[src/rtl/ring_johnson_checker_pkg.sv]
// Shared types and index-width helpers for the ring/Johnson counter checker.
package ring_johnson_checker_pkg;

  typedef enum logic [1:0] {
    StHunt,
    StTrack,
    StLocked
  } state_e;

  function automatic int unsigned ring_idx_w(input int unsigned n);
    return (n < 2) ? 1 : $clog2(n);
  endfunction

  function automatic int unsigned john_idx_w(input int unsigned n);
    return $clog2(2 * n);
  endfunction

endpackage

[src/rtl/ring_johnson_checker_johnson_decode.sv]
// Combinational Johnson (twisted-ring) code decoder: legality check and 0..2N-1 index.
module johnson_decode
  import ring_johnson_checker_pkg::*;
#(
  parameter int unsigned N = 4,
  localparam int unsigned JW = john_idx_w(N)
) (
  input  logic [N-1:0]  john_i,
  output logic          legal_o,
  output logic [JW-1:0] idx_o
);

  localparam logic [N-1:0] One = {{(N-1){1'b0}}, 1'b1};

  logic [N-1:0] low_run;
  int unsigned  ones;

  always_comb begin
    ones = 0;
    for (int i = 0; i < N; i++) begin
      ones = ones + 32'(john_i[i]);
    end
    // MSB-anchored runs become LSB-anchored after inversion; both must be 2^k-1.
    low_run = john_i[N-1] ? ~john_i : john_i;
    legal_o = ((low_run & (low_run + One)) == '0);
    if (!legal_o) begin
      idx_o = '0;
    end else if (john_i[N-1]) begin
      idx_o = JW'(2 * N - ones);
    end else begin
      idx_o = JW'(ones);
    end
  end

endmodule

[config.mk]
export PLATFORM = sky130hd
export DESIGN_NAME = johnson_decode
export DESIGN_NICKNAME = d
export VERILOG_FILES = /design/src/rtl/ring_johnson_checker_pkg.sv /design/src/rtl/ring_johnson_checker_johnson_decode.sv
export SDC_FILE = /design/constraint.sdc
export NUM_CORES = 1
export LEC_CHECK = 0
export BUFFER_PORTS_ARGS = -buffer_cell sky130_fd_sc_hd__buf_2
export CAP_MARGIN = 20
export CORE_AREA = 2 2 39 41
export DETAILED_ROUTE_END_ITERATION = 7
export DIE_AREA = 0 0 41 43
export GPL_TIMING_DRIVEN = 0
export PLACE_DENSITY_LB_ADDON = 0.2
export SLEW_MARGIN = 30
export SYNTH_ARGS = -nofsm -noshare
export SYNTH_HDL_FRONTEND = slang
export SYNTH_SLANG_ARGS = --single-unit
[constraint.sdc]
create_clock -name vclk -period 2.08
set_input_delay 0.104 -clock vclk [all_inputs]
set_output_delay 0.104 -clock vclk [all_outputs]
set_load 0.005 [all_outputs]
==> impl_results.rst <==
.. list-table::
   :header-rows: 1

   * - Metric
     - Value
   * - Layout-stage area growth over the synthesis result
     - 65.1%
   * - Number of clock-tree buffers in the layout
     - 0
   * - Crit path top cell by count
     - sky130_fd_sc_hd__ha_4
   * - Combined area of all synthesized cells
     - 158 sq um
   * - Placement Cell Area
     - between 200 and 250 sq um
   * - FF+latch count
     - 0
   * - Max Clk Rate
     - between 0.4 and 0.5 GHz
   * - Net count after synthesis
     - 28
   * - Count of cells along the worst hold path
     - 3
   * - Cell family with most CP delay
     - adder cells
   * - Count of pins over their slew limit
     - 0
   * - Setup repair after global routing missed its margin
     - true
   * - End point of the most critical hold path
     - idx_o[1]
   * - # hold bufs at CTS
     - 0
   * - Number of distinct standard cells referenced by the synthesized netlist
     - 11
   * - Dominant cells by area after synthesis
     - sky130_fd_sc_hd__ha_1 (24%), sky130_fd_sc_hd__fa_1 (13%), sky130_fd_sc_hd__mux2i_1 (13%)
   * - Final Hold Vio Count
     - 0
   * - Number of design-rule violations left by the first detailed-router iteration
     - 1
   * - Count of final setup violators
     - 0
   * - Internal power
     - around 0.043 mW
   * - Count of max-cap constraint violations
     - 0
   * - Share of layout cells above drive strength 1
     - a little over two fifths
   * - Share of synthesized area occupied by flip-flops and latches
     - 0%
   * - NumNets Final
     - 38
   * - Critical Path, Cell by Cell
     - buf_6 -> fa_1 -> ha_2 -> ha_4 -> inv_2 -> ha_4 -> xor2_1 -> o32ai_1 -> buf_2
   * - Leakage power of the design
     - roughly 0.12 nW
   * - FF+latch area
     - 0 sq um
   * - Mean instance size in the synthesized netlist
     - approximately 7.9 sq um
   * - Max-slew headroom
     - a little over four fifths
   * - Hold_ws
     - between 0.5 and 0.6 ns
   * - Max VDD drop
     - between 0.1 and 0.15 mV
   * - Result of the run
     - completed
   * - Antenna violations before repair
     - 0
   * - Count of filler cells inserted in the layout
     - between 150 and 200
   * - Antenna diode count
     - 0
   * - Data required time at the worst endpoint
     - 1.98 ns
   * - Power Total
     - between 0.08 and 0.09 mW
   * - Share of total power consumed by net switching
     - between 40 and 50%
   * - Final clock period utilization by the worst path
     - between 90% and 100%
   * - Startpoint Class
     - primary input
   * - Final standard cell count with taps included and fillers excluded
     - 44
   * - All-Layer GR Usage
     - under 10%
   * - Via count of the first global-routing pass
     - 147
   * - Largest net degree at the start of global routing
     - 8
   * - Cell accounting for the most synthesized area
     - sky130_fd_sc_hd__ha_1
   * - Via count of the routed design
     - 160
   * - Pwr per Cell Area
     - around 320 nW/um^2
   * - Critical Path Max Stage Delay
     - about 0.47 ns
   * - Antenna Violating Nets Remaining
     - 0
   * - Most common cell after layout, fill and taps aside
     - sky130_fd_sc_hd__buf_2
   * - Routed len/inst
     - around 9 um
   * - Hold Crit Start
     - john_i[3]
   * - Flop pwr share
     - 0%
   * - Buffering stage count on the worst path with inverters included
     - 3
   * - Area of the multi-input gates
     - around 170 sq um
   * - Area of the core
     - 1380 sq um
   * - Yosys top cell area share
     - between 20% and 30%
   * - CP max-delay cell
     - sky130_fd_sc_hd__fa_1
   * - PortBufs
     - 8
   * - Initial core utilization
     - a little under an eighth
   * - First-pass GRT wire length
     - 593 um
   * - Area of the die
     - 1760 sq um
   * - Die Span X
     - between 40 and 50 um
   * - Boundary Pins
     - 8
   * - Post-placement cell count
     - 44
   * - Die Y-Extent
     - 43 um
   * - Relative contribution of the clock network to total power
     - 0%
   * - Number of rows created at floorplan
     - 14
   * - Final weighted congestion in routability-driven placement
     - about 0.54
   * - Via density per instance
     - around 3.6
   * - Critical Setup Path Class
     - primary input to primary output
   * - Total overflow reported by the global router
     - 0
   * - Synthesized instance count
     - 20
   * - Worst endpoint data arrival time
     - 1.92 ns
   * - CP Capture Type
     - primary output
   * - Remaining DRCs
     - 0
   * - Setup Slack @ Placement
     - 0.00945 ns
   * - Transition time at the pin with the least slew margin
     - 0.234 ns
   * - Tmin final
     - between 2 and 2.5 ns
   * - Worst hold path type
     - primary input to primary output
   * - Number of warnings printed during yosys synthesis
     - 0
   * - Power dissipated by switching net loads
     - slightly below 0.04 mW
   * - Final non-filler cell area
     - between 200 and 300 sq um
   * - Total wire length after detailed routing
     - approximately 390 um
   * - Setup slack after layout
     - 0.0555 ns
   * - Highest net fanout along the worst path
     - 6
   * - DRT Pass-1 Iters
     - 3
   * - Relative contribution of combinational cells to total power
     - 100.0%
-- cells in the mapped netlist (all sizes together) --
master	instances
ha	3
nor2	2
fa	1
a21oi	2
mux2i	2
mux2	1
inv	3
nand2	2
xor2	1
and2	1
o32ai	2
-- cell type report --
class,instances,area share [%]
timing repair buffer,8,21.2
multi-input combinational,17,66.8
inverter,3,4.33
tap,16,7.69
-- layer usage --
metal  share of wire (%)  global-route usage, %
met1                  48                   7.32
met5                   0                      0
met3                  13                      0
met2                  39                   6.88
met4                   0                      0
-- through the flow --
stage	util [%]	TNS, ns
after floorplan	-	0
after global placement	15.7	0
after detailed placement	15.7	0
after CTS	15.7	0
after global routing	18.8	-0.0394
final	18.8	0
-- logic make-up after synthesis --
kind of cell	Yosys count	synth area share, %
compound gates	4	17.5
xor+xnor	1	5.56
fa+ha+maj	4	36.5
buf+inv	3	7.14
mux	3	19.8
simple gates	5	13.5
-- worst max-delay path by stage --
stage / from / endpoint / slack [ns] / depth (start not counted)
4_1_cts: john_i[0] / idx_o[2] / 0.005 / 9
5_1_grt: john_i[3] / idx_o[2] / -0.04 / 9
3_3_place_gp: john_i[0] / idx_o[2] / 0.06 / 9
2_1_floorplan: john_i[0] / idx_o[2] / 0.34 / 7
3_5_place_dp: john_i[0] / idx_o[2] / 0.009 / 9
6_report: john_i[3] / idx_o[2] / 0.06 / 9
-- power by group through the flow --
stage | combinational (mW) | sequential, mW | clock [mW]
after global placement | 0.0611 | 0 | 0
final | 0.0822 | 0 | 0
after floorplan | 0.0381 | 0 | 0
after CTS | 0.0639 | 0 | 0
after detailed placement | 0.0634 | 0 | 0
after global routing | 0.100 | 0 | 0
-- repair_timing --
| item | 4_1_cts | 5_1_grt |
|---|---|---|
| resized for setup | 0 | 13 |
| hold endpoints to repair | 0 | 0 |
| setup endpoints to repair | 0 | 1 |
| setup buffers | 0 | 0 |
Power figures use the tool's default switching activity.
